--- config.mk ---
export PLATFORM = sky130hd
export DESIGN_NAME = hbconsole_mux
export DESIGN_NICKNAME = d
export VERILOG_FILES = /design/src/rtl/hbconsole_mux_pkg.sv /design/src/rtl/hbconsole_arb.sv /design/src/rtl/hbconsole_mux.sv
export SDC_FILE = /design/constraint.sdc
export NUM_CORES = 1
export LEC_CHECK = 0
export ABC_CLOCK_PERIOD_IN_PS = 1600
export BUFFER_PORTS_ARGS = -buffer_cell sky130_fd_sc_hd__buf_2
export CAP_MARGIN = 5
export CORE_ASPECT_RATIO = 1.5
export CORE_MARGIN = 10
export CORE_UTILIZATION = 40
export CTS_CLUSTER_DIAMETER = 120
export DETAILED_ROUTE_END_ITERATION = 8
export HOLD_SLACK_MARGIN = 0.15
export MAX_ROUTING_LAYER = met4
export PLACE_DENSITY = 0.73
export SLEW_MARGIN = 20
export SYNTH_ARGS = -nofsm -noshare
export SYNTH_HDL_FRONTEND = slang
export SYNTH_SLANG_ARGS = --single-unit
--- constraint.sdc ---
create_clock -name i_clk -period 1.6 [get_ports i_clk]
set_input_delay 0.32 -clock i_clk [delete_from_list [all_inputs] [get_ports i_clk]]
set_output_delay 0.32 -clock i_clk [all_outputs]
set_load 0.005 [all_outputs]
--- src/rtl/hbconsole_mux_pkg.sv ---
// Shared constants and encodings for the hexbus/console UART multiplexer.
package hbconsole_mux_pkg;

   localparam logic [6:0] HB_NEWLINE = 7'h0a;

   typedef enum logic {
      ST_IDLE   = 1'b0,
      ST_HBWORD = 1'b1
   } state_t;

   typedef enum logic {
      SRC_HB      = 1'b0,
      SRC_CONSOLE = 1'b1
   } src_t;

endpackage

--- src/rtl/hbconsole_arb.sv ---
// Transmit arbiter: keeps hexbus words atomic, alternates on ties, and
// releases a stalled hexbus word after 2^LGTIMEOUT-1 idle cycles.
module hbconsole_arb
   import hbconsole_mux_pkg::*;
#(
   parameter int LGTIMEOUT = 10
) (
   input  logic       i_clk,
   input  logic       i_rst,
   input  logic       i_load,
   input  logic       i_hb_stb,
   input  logic [6:0] i_hb_data,
   input  logic       i_console_stb,
   output logic       o_grant_hb,
   output logic       o_grant_con
);

   // Compare against max-1: the cycle that would make the count reach max releases the word.
   localparam logic [LGTIMEOUT-1:0] TIMEOUT_ARM = {{(LGTIMEOUT-1){1'b1}}, 1'b0};

   state_t               state, state_next;
   src_t                 last_served, last_next;
   logic [LGTIMEOUT-1:0] idle_cnt, idle_next;
   logic                 hb_xfer, con_xfer;

   assign hb_xfer  = i_hb_stb && i_load && o_grant_hb;
   assign con_xfer = i_console_stb && i_load && o_grant_con;

   // NOTE: sequential state uses non-blocking assignments so every register samples pre-edge values.
   always_ff @(posedge i_clk) begin
      if (i_rst) begin
         state       <= ST_IDLE;
         idle_cnt    <= '0;
         last_served <= SRC_CONSOLE;
      end else begin
         state       <= state_next;
         idle_cnt    <= idle_next;
         last_served <= last_next;
      end
   end

   // NOTE: every output of a combinational block gets a default first so no latch is inferred.
   always_comb begin
      state_next = state;
      idle_next  = idle_cnt;
      last_next  = last_served;

      if (hb_xfer)
         last_next = SRC_HB;
      else if (con_xfer)
         last_next = SRC_CONSOLE;

      case (state)
         ST_IDLE: begin
            idle_next = '0;
            if (hb_xfer && (i_hb_data != HB_NEWLINE))
               state_next = ST_HBWORD;
         end
         ST_HBWORD: begin
            if (hb_xfer) begin
               idle_next = '0;
               if (i_hb_data == HB_NEWLINE)
                  state_next = ST_IDLE;
            end else if (!i_hb_stb) begin
               if (idle_cnt == TIMEOUT_ARM) begin
                  state_next = ST_IDLE;
                  idle_next  = '0;
               end else begin
                  idle_next = idle_cnt + 1'b1;
               end
            end
         end
         default: state_next = ST_IDLE;
      endcase
   end

   always_comb begin
      o_grant_hb  = 1'b0;
      o_grant_con = 1'b0;
      case (state)
         ST_IDLE: begin
            if (i_hb_stb && i_console_stb) begin
               o_grant_hb  = (last_served == SRC_CONSOLE);
               o_grant_con = (last_served == SRC_HB);
            end else begin
               o_grant_hb  = i_hb_stb;
               o_grant_con = i_console_stb;
            end
         end
         ST_HBWORD: o_grant_hb = i_hb_stb;
         default: ;
      endcase
   end

endmodule

--- src/rtl/hbconsole_mux.sv ---
// Shares one UART byte stream between the console and the hexbus channel;
// bit 7 tags the source on transmit and selects the destination on receive.
module hbconsole_mux
   import hbconsole_mux_pkg::*;
#(
   parameter int   LGTIMEOUT   = 10,
   parameter logic CONSOLE_TAG = 1'b1
) (
   input  logic       i_clk,
   input  logic       i_rst,
   input  logic       i_rx_stb,
   input  logic [7:0] i_rx_data,
   output logic       o_hb_stb,
   output logic [6:0] o_hb_data,
   output logic       o_console_stb,
   output logic [6:0] o_console_data,
   input  logic       i_hb_stb,
   input  logic [6:0] i_hb_data,
   output logic       o_hb_busy,
   input  logic       i_console_stb,
   input  logic [6:0] i_console_data,
   output logic       o_console_busy,
   output logic       o_tx_stb,
   output logic [7:0] o_tx_data,
   input  logic       i_tx_busy
);

   logic load, grant_hb, grant_con, hb_xfer, con_xfer;
   logic rx_is_console;

   // The output register can take a byte when empty or when its current byte leaves this cycle.
   assign load           = !o_tx_stb || !i_tx_busy;
   assign o_hb_busy      = !(load && grant_hb);
   assign o_console_busy = !(load && grant_con);
   assign hb_xfer        = i_hb_stb && !o_hb_busy;
   assign con_xfer       = i_console_stb && !o_console_busy;

   hbconsole_arb #(
      .LGTIMEOUT(LGTIMEOUT)
   ) u_arb (
      .i_clk        (i_clk),
      .i_rst        (i_rst),
      .i_load       (load),
      .i_hb_stb     (i_hb_stb),
      .i_hb_data    (i_hb_data),
      .i_console_stb(i_console_stb),
      .o_grant_hb   (grant_hb),
      .o_grant_con  (grant_con)
   );

   always_ff @(posedge i_clk) begin
      if (i_rst) begin
         o_tx_stb  <= 1'b0;
         o_tx_data <= '0;
      end else if (hb_xfer) begin
         o_tx_stb  <= 1'b1;
         o_tx_data <= {~CONSOLE_TAG, i_hb_data};
      end else if (con_xfer) begin
         o_tx_stb  <= 1'b1;
         o_tx_data <= {CONSOLE_TAG, i_console_data};
      end else if (!i_tx_busy) begin
         o_tx_stb  <= 1'b0;
      end
   end

   assign rx_is_console = (i_rx_data[7] == CONSOLE_TAG);

   always_ff @(posedge i_clk) begin
      if (i_rst) begin
         o_console_stb  <= 1'b0;
         o_console_data <= '0;
         o_hb_stb       <= 1'b0;
         o_hb_data      <= '0;
      end else begin
         o_console_stb <= i_rx_stb && rx_is_console;
         o_hb_stb      <= i_rx_stb && !rx_is_console;
         if (i_rx_stb && rx_is_console)
            o_console_data <= i_rx_data[6:0];
         if (i_rx_stb && !rx_is_console)
            o_hb_data <= i_rx_data[6:0];
      end
   end

endmodule

==> flow_summary.yaml, run 1 <==
synth:
  synth_warnings: 0
  synth-edff-count: 0
  muxShareOfSynthArea_pct: 0
  synth_top_family_by_area: "simple AND/OR/NAND/NOR gates"
  syn_area_mm2: 0.00153
  synthCells: 178
  synth_compound_area_share_pct: 15.3
  synth_fa_ha_area_share_pct: 1.64
  syn_avg_cell_area_um2: 8.58
  synth-simple-area-share_pct: 25.1
  seq_area_frac_synth_pct: 48.5
  synthXorXnorAreaFrac_pct: 5.16
  synthArstFlopShare_pct: 0
  ys_seq_elements: 37
  synthFlopType: "dfxtp_1"
  synth_nets: 208
  synth.distinct_cells: 33
route:
  vias_per_cell: 4.98
  wl_per_cell_um: 13.9
  drc: 0
  via_count: 1394
  dr.pass1.iters: 4
  drt-initial-drc-count: 22
  wirelength_um: 3900
  final_antenna_net_count: 0
grt:
  grt_antenna_before_repair: 0
  grt_usage_pct: 11.7
  grt_pass1_wl_um: 6220
  grt_pass1_vias: 1410
  overflow: 0
  grt_max_degree: 28
layout:
  antenna_cells: 0
  mostFrequentLayoutCell: "buf_2"
  fin_util_pct: 54.1
  drive_gt1_share_pct: 32.9
  nFillCells: 358
  fin_nets: 266
  area_delta_synth_final_pct: 30.4
  most-common-layout-cells: "54 x buf_2, 37 x dfxtp_1, 35 x nand2_1"
sta:
  period_needed_ns: 1.50
  slew_viol_final: 0
  setup_tns_ns: 0
  maxSlewHeadroom_pct: 59.7
  tightestPinTransition_ns: 0.601
  rsz0062_at_grt: "false"
  setup_violations: 0
  whs_ns: 0.280
  timing.fmax_mhz: 668
  finClkSkew_ns: 0.00525
  period_share_pct: 93.6
  hold_viol_final: 0
clocking:
  cts_tree: "done"
  cts_max_level: 2
  cts.clk_slew.worst_paths_ns: 0.07
  cts_buffer_depth: 2
  cts_root_buffer: "clkbuf_8"
  cts.sinks: 37
  cts_buffers: 5
  clk_latency_ns: 0.28
  cts_setup_buffers: 0
setup_path:
  cp_max_fo: 4
  path_class: "flop to output port"
  cp-end-kind: "output port"
  required_ns: 1.28
  max_stage_delay_ns: 0.34
  worst_setup_path_start_kind: "flop"
  cp_cell_sequence: "nor2b_2 > and3_1 > inv_1 > buf_2"
  crit_arrival_ns: 1.18
  cp_slowest_cell: "dfxtp_1"
die:
  rows: 27
  initial_utilization_pct: 41.5
  die_h_um: 95.7
  num_io_pins: 55
  core_area_mm2: 0.00368
  die-area_mm2: 0.00674
  die_w_um: 70.4
min_path:
  hp-class: "input port to flop"
power_and_ir_drop:
  worst_ir_drop_vdd_mv: 0.815
  p_leak_nw: 0.897
  power_density_mw_per_mm2: 1090
place:
  io_buffers: 54
  place_hpwl_um: 2930
  place_congestion: 0.720
outcome:
  status: "finished clean"
job:
  drv_cap: 0
final timing paths:
kind | start | to | slack (ns) | cells past startpoint
worst max-delay path | u_arb.state | o_console_busy | 0.10 | 4
worst min-delay path | i_rx_data[6] | o_hb_data[6] | 0.28 | 3
worst max register to register | u_arb.idle_cnt[3] | u_arb.idle_cnt[4] | 0.21 | 5
worst min register to register | o_hb_data[1] | o_hb_data[1] | 0.45 | 2
power breakdown:
group / total [W] / switching, W / internal, W
Sequential: 0.000990 / 0.0000252 / 0.000965
Clock: 0.000945 / 0.000326 / 0.000619
Combinational: 0.000238 / 0.000129 / 0.000109
Total: 0.00217 / 0.000480 / 0.00169
through the flow:
stage                     std cells  area [µm²]  total power [W]  setup slack, ns
after floorplan                 178        1530          0.00113            0.332
after global placement          272        1850          0.00125            0.189
after detailed placement        272        1850          0.00125            0.168
after CTS                       280        1980          0.00219           0.0413
after global routing            280        1990          0.00226          0.00582
final                           280        1990          0.00217            0.103
layout make-up:
cell class                 count  area [µm²]  share of cell area, %
sequential                    37         741                   37.2
multi-input combinational    127         728                   36.6
timing repair buffer          60         315                   15.8
clock buffer                   5        68.8                   3.46
clock inverter                 3        65.1                   3.27
tap                           43        53.8                   2.70
inverter                       5        18.8                  0.943
logic make-up after synthesis:
family                   Yosys count
XOR/XNOR                           9
adder cells (fa/ha/maj)            2
buffers and inverters             14
AND/OR/NAND/NOR                   81
flip-flops                        37
AO/OA/AOI/OAI                     35
per-layer routing:
| metal | vias up | wire, µm | global-route usage (%) |
|---|---|---|---|
| li1 | 718 | - | - |
| met1 | 624 | 1680 | 12.4 |
| met2 | 44 | 1970 | 19.1 |
| met3 | 8 | 168 | 3.95 |
| met4 | 0 | 84 | 5.61 |
| met5 | - | 0 | - |
what timing repair did:
item	4_1_cts	5_1_grt
gates resized for setup	0	2
endpoints found under the setup margin	0	2
hold buffers	0	0
cell usage after synthesis, drive strengths merged, types with 2 or more instances:
| cell type | number | area [µm²] |
|---|---|---|
| ha | 2 | 25.0 |
| and2 | 2 | 12.5 |
| o21ai | 2 | 13.8 |
| nand2 | 36 | 143 |
| dfxtp | 37 | 741 |
| and3 | 3 | 21.3 |
| xor2 | 8 | 70.1 |
| nand3 | 11 | 55.1 |
| buf | 5 | 31.3 |
| a22oi | 6 | 45.0 |
| clkbuf | 4 | 15.0 |
| nand4 | 5 | 31.3 |
| nor2 | 16 | 62.6 |
| a21oi | 21 | 105 |
| nor2b | 3 | 18.8 |
| inv | 5 | 18.8 |
worst max-delay path: cells and delay by family (launching register included):
kind	cells	cell delay [ns]
buffers and inverters	2	0.16
flip-flops	1	0.34
AND/OR/NAND/NOR	2	0.39
flip-flops by register name, summed over array words and instances, names as in the netlist:
register,cells
o_tx_data,8
o_tx_stb,1
o_hb_data,7
u_arb.last_served,1
o_hb_stb,1
o_console_stb,1
u_arb.idle_cnt,10
u_arb.state,1
o_console_data,7
(Power assumes the default switching activity.)
==> run 2: changes to the inputs <==
--- a/config.mk
+++ b/config.mk
@@ -5,17 +5,18 @@
 export SDC_FILE = /design/constraint.sdc
 export NUM_CORES = 1
 export LEC_CHECK = 0
+export ABC_AREA = 1
 export ABC_CLOCK_PERIOD_IN_PS = 1600
 export BUFFER_PORTS_ARGS = -buffer_cell sky130_fd_sc_hd__buf_2
 export CAP_MARGIN = 5
 export CORE_ASPECT_RATIO = 1.5
 export CORE_MARGIN = 10
-export CORE_UTILIZATION = 40
+export CORE_UTILIZATION = 35
 export CTS_CLUSTER_DIAMETER = 120
 export DETAILED_ROUTE_END_ITERATION = 8
 export HOLD_SLACK_MARGIN = 0.15
 export MAX_ROUTING_LAYER = met4
-export PLACE_DENSITY = 0.73
+export PLACE_DENSITY = 0.65
 export SLEW_MARGIN = 20
 export SYNTH_ARGS = -nofsm -noshare
 export SYNTH_HDL_FRONTEND = slang
==> run 2 against run 1 <==
Effect of this change:
- global-route usage shrank 0.18 points
- routed wire length grew 4.3%
- critical path depth grew 1
- synthesized cell count grew 17%
- clock power shrank 35%
- sequential power is essentially flat
- combinational power grew 17%
- critical endpoint is now o_hb_busy
- die area grew 13%
- hold slack lost 0.020 ns
- via count grew 8.6%
- highest routed layer unchanged
- maximum frequency shrank 0.73%
==> flow_summary.yaml, run 2 <==
outcome:
  status: "finished clean"
setup_path:
  required_ns: 1.28
  cp_max_fo: 9
  rrSetupSlack_ns: 0.35
  critPathMostFrequentCell: "nand2_2"
  max_stage_delay_ns: 0.33
  crit_arrival_ns: 1.19
  cp_cell_sequence: "nand2_2 > nand2_2 > inv_2 > nand2_4 > buf_2"
  rr_endpoint: "u_arb.idle_cnt[7]"
  path_class: "flop to output port"
  reg2regPathDepth: 9
  cp_slowest_cell: "dfxtp_1"
  cp-end-kind: "output port"
  r2r_start: "u_arb.idle_cnt[0]"
  worst_setup_path_start_kind: "flop"
sta:
  setup_violations: 0
  tightestPinTransition_ns: 0.294
  period_needed_ns: 1.51
  period_share_pct: 94.3
  timing.fmax_mhz: 663
  hold_viol_final: 0
  setup_tns_ns: 0
  maxSlewHeadroom_pct: 80.3
  slew_viol_final: 0
  finClkSkew_ns: 0.00827
  rsz0062_at_grt: "false"
min_path:
  hp-class: "input port to flop"
  min_to: "o_tx_data[0]"
  hold_depth: 2
  hp-start: "i_rst"
synth:
  synth_top_area_share_pct: 47.2
  synth.top_cells.by_count: "47 x nor2_1, 37 x dfxtp_1, 24 x nand2_1, 24 x nand3_1, 22 x inv_1"
  yosys.area.top_type: "dfxtp_1"
  synthArstFlopShare_pct: 0
  synth.distinct_cells: 23
  seq_area_frac_synth_pct: 47.2
  synth-edff-count: 0
  yosysMostFrequentCell: "nor2_1"
  syn_area_mm2: 0.00157
  synthFlopType: "dfxtp_1"
  ys_seq_elements: 37
  synthCells: 209
  syn_avg_cell_area_um2: 7.50
  synth_nets: 239
  synth_area_leaders: "dfxtp_1 47%, nor2_1 11%, nand3_1 7.7%, nand2_1 5.7%, inv_1 5.3%"
  synth_warnings: 0
die:
  rows: 29
  initial_utilization_pct: 36.6
  die-area_mm2: 0.00761
  die_h_um: 102
  die_w_um: 74.6
  num_io_pins: 55
  core_area_mm2: 0.00428
clocking:
  cts.sinks: 37
  clk_latency_ns: 0.29
  cts_buffers: 5
  cts_root_buffer: "clkbuf_8"
  cts_hold_buf: 0
  cts_max_level: 2
  cts.clk_slew.worst_paths_ns: 0.07
  cts_tree: "done"
  cts_buffer_depth: 2
layout:
  largest_reg_flops: 10
  top_register: "u_arb.idle_cnt"
  fin_util_pct: 46.8
  fin_nets: 301
  antenna_cells: 0
  mostFrequentLayoutCell: "buf_2"
  top_regs: "u_arb.idle_cnt x10, o_tx_data x8"
  drive_gt1_share_pct: 27.9
  area_delta_synth_final_pct: 27.8
  most-common-layout-cells: "54 x buf_2, 47 x nor2_1, 37 x dfxtp_1"
job:
  drv_cap: 0
grt:
  grt_pass1_vias: 1539
  grt_max_degree: 15
  grt_usage_pct: 11.5
  grt_antenna_before_repair: 0
  grt_pass1_wl_um: 6710
  overflow: 0
route:
  final_antenna_net_count: 0
  drc: 0
  dr.pass1.iters: 4
  wl_per_cell_um: 12.8
  vias_per_cell: 4.76
  wirelength_um: 4070
  drt-initial-drc-count: 69
  via_count: 1514
power_and_ir_drop:
  pwr-share-seq_pct: 52.9
  p_switching_w: 0.000498
  p_clk_share_pct: 32.5
  p_leak_nw: 0.997
  combPwrFrac_pct: 14.7
  swShare_pct: 26.2
  intPower_w: 0.00140
  power_density_mw_per_mm2: 950
  worst_ir_drop_vdd_mv: 0.533
place:
  io_buffers: 54
  place_congestion: 0.852
  place_hpwl_um: 3270
run 2: changes by cell type in the layout (fill, tap and decap cells not counted), sizes merged, moves of 3 or more:
| cell | change |
|---|---|
| nand3 | +13 |
| inv | +19 |
| clkbuf | +3 |
| nor2 | +32 |
| nand2 | -6 |
| nor2b | -3 |
| and3 | -3 |
| a22oi | -6 |
| xor2 | -3 |
| o21ai | +14 |
| o211ai | +4 |
| a21oi | -18 |
| a31oi | +3 |
run 2: timing repair:
action / 4_1_cts / 5_1_grt
setup endpoints to repair: 0 / 1
buffers inserted: 0 / 0
resized for setup: 0 / 2
run 2: final cells by class:
cell class | count | area (µm²)
Clock buffer | 8 | 80.1
Fill cell | 463 | 2280
Inverter | 24 | 90.1
Multi-Input combinational cell | 144 | 727
Sequential cell | 37 | 741
Tap cell | 46 | 57.6
Timing Repair Buffer | 59 | 308
run 2: kinds of logic after synthesis:
| kind of cell | count (synthesis) | synth area share (%) |
|---|---|---|
| xor+xnor | 5 | 2.79 |
| compound gates | 26 | 9.42 |
| flops | 37 | 47.2 |
| buf+inv | 28 | 7.02 |
| fa+ha+maj | 2 | 1.60 |
| simple gates | 111 | 31.9 |
run 2: worst max-delay path, delay by kind of cell, from the launching register on:
family	cells	cell delay, ns
buffers and inverters	2	0.28
DFF	1	0.33
and+or+nand+nor	3	0.29
run 2: worst max path at each step:
stage                     endpoint  slack, ns  cells past startpoint         startpoint
finish                   o_hb_busy       0.09                      5           o_tx_stb
global route        o_console_busy       0.02                      5        u_arb.state
CTS                      o_hb_busy       0.02                      4        u_arb.state
detailed placement       o_hb_busy       0.24                      6          i_tx_busy
global placement         o_hb_busy       0.27                      6          i_tx_busy
floorplan              u_arb.state       0.49                      9  u_arb.idle_cnt[0]
run 2: through the flow:
step                hold WS, ns  instances  area [µm²]  total power [W]  setup slack, ns
floorplan                 0.389        209        1570          0.00117            0.485
global placement          0.434        310        1910          0.00130            0.267
detailed placement        0.439        310        1910          0.00131            0.239
CTS                       0.253        318        1990          0.00192           0.0219
global route              0.269        318        2000          0.00200           0.0159
finish                    0.260        318        2000          0.00190           0.0915
run 2: power groups by stage:
stage / combinational, W / sequential [W] / clock (W)
after floorplan: 0.000138 / 0.00103 / 0
after global placement: 0.000276 / 0.00103 / 0
after detailed placement: 0.000279 / 0.00103 / 0
after CTS: 0.000280 / 0.00101 / 0.000631
after global routing: 0.000318 / 0.00101 / 0.000668
final: 0.000279 / 0.00101 / 0.000618
run 2: routing by layer:
layer | GRT usage, % | share of wire (%)
met2 | 18.6 | 49
met5 | - | 0
met4 | 7.02 | 2.9
met1 | 12.4 | 44
met3 | 2.52 | 3.6
